--- src/rtl/logic_unit_serial.sv ---
// logic_unit_serial
//   Serial bitwise logic unit for the ALU logical path. A start request
//   latches two WIDTH-bit operands and a 3-bit opcode, then the selected
//   function is evaluated CHUNK bits per clock (LSB slice first) from 1-bit
//   gate primitives. The result, zero flag and a one-cycle done pulse are
//   published together on the edge that computes the last slice.
//
// Ports
//   clk    rising-edge clock
//   rst    asynchronous active-high reset
//   start  request, honoured while idle (and on the completion edge)
//   op     000 AND, 001 OR, 010 XOR, 011 NAND, 100 NOR, 101 XNOR,
//          110 NOT a, 111 a AND NOT b
//   a, b   operands, sampled with start
//   busy   operation in progress
//   done   one-cycle pulse, out/zero newly updated
//   out    result register
//   zero   high when out == 0
module logic_unit_serial #(
   parameter int WIDTH = 32,
   parameter int CHUNK = 8
) (
   input  logic             clk,
   input  logic             rst,
   input  logic             start,
   input  logic [2:0]       op,
   input  logic [WIDTH-1:0] a,
   input  logic [WIDTH-1:0] b,
   output logic             busy,
   output logic             done,
   output logic [WIDTH-1:0] out,
   output logic             zero
);

   localparam int NSLICE = (CHUNK > 0) ? (WIDTH / CHUNK) : 1;
   localparam int IDX_W  = (NSLICE > 1) ? $clog2(NSLICE) : 1;
   localparam logic [IDX_W-1:0] IDX_LAST = IDX_W'(NSLICE - 1);

   generate
      if (CHUNK <= 0 || WIDTH <= 0 || ((CHUNK > 0) ? (WIDTH % CHUNK) : 1) != 0) begin : g_bad_param
         $error("logic_unit_serial: WIDTH must be a positive multiple of CHUNK");
      end
   endgenerate

   typedef enum logic {
      S_IDLE,
      S_RUN
   } state_t;

   state_t             state_q, state_d;
   logic [IDX_W-1:0]   idx_q, idx_d;
   logic               busy_q, busy_d;
   logic               done_q, done_d;
   logic [WIDTH-1:0]   out_q, out_d;
   logic               zero_q, zero_d;
   logic [WIDTH-1:0]   a_q, a_d;
   logic [WIDTH-1:0]   b_q, b_d;
   logic [2:0]         op_q, op_d;
   logic [WIDTH-1:0]   work_q, work_d;

   logic [CHUNK-1:0]   a_s, b_s, res_s;
   logic [CHUNK-1:0]   and_s, or_s, xor_s, na_s, nb_s;
   logic [CHUNK-1:0]   nand_s, nor_s, xnor_s, andn_s;
   logic [WIDTH-1:0]   result;
   logic               accept;

   // Current operand slice, selected by the slice index.
   always_comb begin
      a_s = '0;
      b_s = '0;
      for (int k = 0; k < NSLICE; k++) begin
         if (idx_q == IDX_W'(k)) begin
            a_s = a_q[k*CHUNK +: CHUNK];
            b_s = b_q[k*CHUNK +: CHUNK];
         end
      end
   end

   // Inverting functions are built from a base gate followed by an inverter.
   for (genvar i = 0; i < CHUNK; i++) begin : g_bit
      and u_and   (and_s[i],  a_s[i], b_s[i]);
      or  u_or    (or_s[i],   a_s[i], b_s[i]);
      xor u_xor   (xor_s[i],  a_s[i], b_s[i]);
      not u_na    (na_s[i],   a_s[i]);
      not u_nb    (nb_s[i],   b_s[i]);
      not u_nand  (nand_s[i], and_s[i]);
      not u_nor   (nor_s[i],  or_s[i]);
      not u_xnor  (xnor_s[i], xor_s[i]);
      and u_andn  (andn_s[i], a_s[i], nb_s[i]);
   end

   always_comb begin
      case (op_q)
         3'b000:  res_s = and_s;
         3'b001:  res_s = or_s;
         3'b010:  res_s = xor_s;
         3'b011:  res_s = nand_s;
         3'b100:  res_s = nor_s;
         3'b101:  res_s = xnor_s;
         3'b110:  res_s = na_s;
         default: res_s = andn_s;
      endcase
   end

   // Work register with the freshly computed slice merged in.
   always_comb begin
      result = work_q;
      for (int k = 0; k < NSLICE; k++) begin
         if (idx_q == IDX_W'(k)) begin
            result[k*CHUNK +: CHUNK] = res_s;
         end
      end
   end

   always_comb begin
      state_d = state_q;
      idx_d   = idx_q;
      busy_d  = busy_q;
      done_d  = 1'b0;
      out_d   = out_q;
      zero_d  = zero_q;
      a_d     = a_q;
      b_d     = b_q;
      op_d    = op_q;
      work_d  = work_q;
      accept  = 1'b0;

      case (state_q)
         S_IDLE: accept = start;
         S_RUN: begin
            work_d = result;
            idx_d  = idx_q + IDX_W'(1);
            if (idx_q == IDX_LAST) begin
               out_d   = result;
               zero_d  = (result == '0);
               done_d  = 1'b1;
               busy_d  = 1'b0;
               state_d = S_IDLE;
               idx_d   = '0;
               // The completion edge also serves as an idle sampling point,
               // so a request presented in the last cycle chains with no gap.
               accept  = start;
            end
         end
         default: state_d = S_IDLE;
      endcase

      if (accept) begin
         a_d     = a;
         b_d     = b;
         op_d    = op;
         work_d  = '0;
         idx_d   = '0;
         busy_d  = 1'b1;
         state_d = S_RUN;
      end
   end

   always_ff @(posedge clk or posedge rst) begin
      if (rst) begin
         state_q <= S_IDLE;
         idx_q   <= '0;
         busy_q  <= 1'b0;
         done_q  <= 1'b0;
         out_q   <= '0;
         zero_q  <= 1'b1;
      end else begin
         state_q <= state_d;
         idx_q   <= idx_d;
         busy_q  <= busy_d;
         done_q  <= done_d;
         out_q   <= out_d;
         zero_q  <= zero_d;
      end
   end

   // Operand and work storage carry no reset; they are always loaded on accept.
   always_ff @(posedge clk) begin
      a_q    <= a_d;
      b_q    <= b_d;
      op_q   <= op_d;
      work_q <= work_d;
   end

   assign busy = busy_q;
   assign done = done_q;
   assign out  = out_q;
   assign zero = zero_q;

endmodule

--- config.mk ---
export PLATFORM = sky130hd
export DESIGN_NAME = logic_unit_serial
export DESIGN_NICKNAME = d
export VERILOG_FILES = /design/src/rtl/logic_unit_serial.sv
export SDC_FILE = /design/constraint.sdc
export NUM_CORES = 1
export LEC_CHECK = 0
export BUFFER_PORTS_ARGS = -buffer_cell sky130_fd_sc_hd__buf_2
export CELL_PAD_IN_SITES_DETAIL_PLACEMENT = 0
export CELL_PAD_IN_SITES_GLOBAL_PLACEMENT = 1
export CORE_ASPECT_RATIO = 1.1
export CORE_UTILIZATION = 44
export DETAILED_ROUTE_END_ITERATION = 8
export GPL_ROUTABILITY_DRIVEN = 0
export MAX_ROUTING_LAYER = met4
export PLACE_DENSITY_LB_ADDON = 0.15
export SLEW_MARGIN = 40
export SYNTH_ARGS = -nofsm -noshare
export SYNTH_HDL_FRONTEND = slang
export SYNTH_SLANG_ARGS = --single-unit
--- constraint.sdc ---
create_clock -name clk -period 4.85 [get_ports clk]
set_input_delay 0.2425 -clock clk [delete_from_list [all_inputs] [get_ports clk]]
set_output_delay 0.2425 -clock clk [all_outputs]
set_load 0.02 [all_outputs]
==> impl_metrics.json <==
{
  "port_buffers": 104,
  "status": "finished with violations",
  "cts_made_buffers": 17,
  "power_switching_share": 0.415,
  "p_per_area_nw_per_um2": 729,
  "ctsRootBufferMaster": "clkbuf_16",
  "violations": "DRC",
  "skew_ps": 4.97,
  "grt_max_degree": 64,
  "nFillCells": 1057,
  "layout_setup_ws_ps": 920,
  "switching_power_mw": 2.34,
  "synthTopCellsByArea": "edfxtp_1, dfrtp_1, dfxtp_1",
  "postSynthCellCount": 530,
  "num_vias": 4739,
  "clk_pin_slew_ps": 60,
  "seq_power_share": 0.316,
  "grt_usage": 0.233,
  "ir_drop_uv": 430,
  "drv_slew": 0,
  "clkPwrFrac": 0.223,
  "pre_cts_slack_ps": 979,
  "most-common-layout-cells": "buf_2, edfxtp_1, dlygate4sd3_1, nor2_1, nand2_1",
  "hold_viol_final": 0,
  "min_period_ps": 3930,
  "synth_ff_type": "edfxtp_1",
  "core_um2": 12900,
  "ant_nets": 0,
  "rsz0062_at_grt": "false",
  "leakagePower_nw": 3.16,
  "clock-sinks": 133,
  "grt_overflow": 0,
  "cap_violations": 0,
  "clkLatencyLatePin_ps": 420,
  "syn_area_per_cell_um2": 11.1,
  "setup_violations": 0,
  "drc": 2,
  "rows": 43,
  "period_share": 0.810,
  "synth_cell_types": 65,
  "drive_above_1_share": 0.220,
  "die_w_um": 112,
  "routed_wl_um": 14800,
  "tightest_slew_ps": 804,
  "layout_commonest_cell": "buf_2",
  "worst_ep_arrival_time_ps": 4270,
  "first_pass_iters": 6,
  "ys_seq_area_frac": 0.598,
  "synth_fp_nets": 605,
  "cp.required_ps": 5190,
  "timing.fmax_ghz": 0.254,
  "yosys_warnings": 0,
  "synth-seq-cells": 133,
  "crit_fanout": 16,
  "intPower_mw": 3.29,
  "hp-class": "input port to flop",
  "final.setup.tns_ps": 0,
  "vias_per_cell": 5.50,
  "syn_to_final_growth_pct": 31.0,
  "wl_per_cell_um": 17.2,
  "num_io_pins": 105,
  "first_iter_violations": 234,
  "crit_path_start_kind": "flop",
  "htree_levels": 4,
  "grt_pass1_wl_um": 23500,
  "cts_tree": "yes",
  "start_util": 0.458,
  "diodes": 0,
  "pwr-share-comb": 0.461,
  "grt_pass1_vias": 4674,
  "clockBufferDepth": 2,
  "critPathKind": "flop to flop",
  "netlist.top_cell.by_area": "edfxtp_1",
  "synth_edf_count": 67,
  "netlist_area_um2": 5890,
  "dp_hpwl_um": 9410,
  "antenna_found_initial": 0,
  "synth-async-reset-ratio": 0.286,
  "die_area_um2": 13900,
  "nets": 766,
  "die_y_um": 123,
  "endpoint_kind": "flop",
  "hold_slack_ps": 8.67,
  "synthDominantCellAreaShare": 0.342,
  "slew_headroom": 0.464
}
-- cells by family after synthesis --
logic type | share of synthesized area
fa+ha+maj | 0.0106
mux | 0.0238
compound gates | 0.185
simple gates | 0.144
buf+inv | 0.0389
flops | 0.598
-- routing by layer --
metal / vias up / track usage / routed length, um
li1: 2313 / - / -
met1: 2279 / 0.273 / 6380
met2: 128 / 0.401 / 7530
met3: 19 / 0.0490 / 636
met4: 0 / 0.0850 / 238
met5: - / - / 0
-- power groups by stage --
stage	Clock (mW)	Sequential, mW	Combinational (mW)
global route	1.32	1.82	2.89
CTS	1.27	1.78	2.62
global placement	0	1.79	2.51
detailed placement	0	1.80	2.57
finish	1.26	1.78	2.59
floorplan	0	1.89	1.79
-- stage by stage --
stage	total power, mW	instance area (um^2)	std cells	utilization
2_1_floorplan	3.68	5890	530	-
3_5_place_dp	4.37	6490	764	0.505
5_1_grt	6.02	7720	861	0.600
3_3_place_gp	4.29	6490	764	0.505
4_1_cts	5.67	7700	859	0.599
6_report	5.63	7720	861	0.600
-- state kept, by name, summed over array words and instances, names as in the netlist, 2 cells and up --
| register | cells |
|---|---|
| a_q | 32 |
| b_q | 32 |
| idx_q | 2 |
| op_q | 3 |
| out | 32 |
| work_q | 28 |
-- worst max-delay path, stage by stage, from the launching register on --
cell and delay [ps]:
dfrtp_1 400, inv_1 130, ha_1 600, or2_1 380, buf_4 260, a221oi_1 80
nor2_1 350, a211o_1 190, nand4_1 80, nand4b_1 470, nand2b_1 130, a211o_1 310
a211o_1 260, o31ai_2 180
-- cells in the mapped netlist (4+ instances only) --
master    count
nor2_1       59
a211oi_1      4
a21o_1        7
a211o_1      10
buf_1         4
ha_1          5
o31ai_1       4
clkbuf_1     23
nand2b_1      6
inv_1         7
o22ai_1       6
a221o_1       9
nor3_1        7
o211ai_1      9
mux2i_1      14
nand4_1      10
a221oi_1      5
o221ai_1      4
dfrtp_1      37
buf_6         6
nand3_1      15
edfxtp_1     67
o21ai_0      33
dfxtp_1      28
a21oi_1      37
nand2_1      53
-- path summary, 6_finish.rpt --
check,from,endpoint,slack (ps),depth (start not counted)
min in group asynchronous,rst,state_q,480,4
setup reg to reg,idx_q[0],zero,920,13
hold / removal,b[31],b_q[31],9,1
max in group asynchronous,rst,zero,4000,4
hold reg to reg,out[24],out[24],470,2
setup / recovery,idx_q[0],zero,920,13
-- cell type report --
cell class / instances / area, um^2 / share of cell area
multi-input combinational: 350 / 2140 / 0.277
inverter: 10 / 37.5 / 0.00486
clock inverter: 13 / 139 / 0.0180
timing repair buffer: 179 / 1250 / 0.162
sequential: 133 / 3520 / 0.457
clock buffer: 19 / 433 / 0.0561
tap: 157 / 196 / 0.0255
-- timing repair --
action,in CTS,in global routing
hold endpoints to repair,99,2
resized for setup,0,0
setup buffers,0,0
hold buffers,63,2
Power figures use the tool's default switching activity.
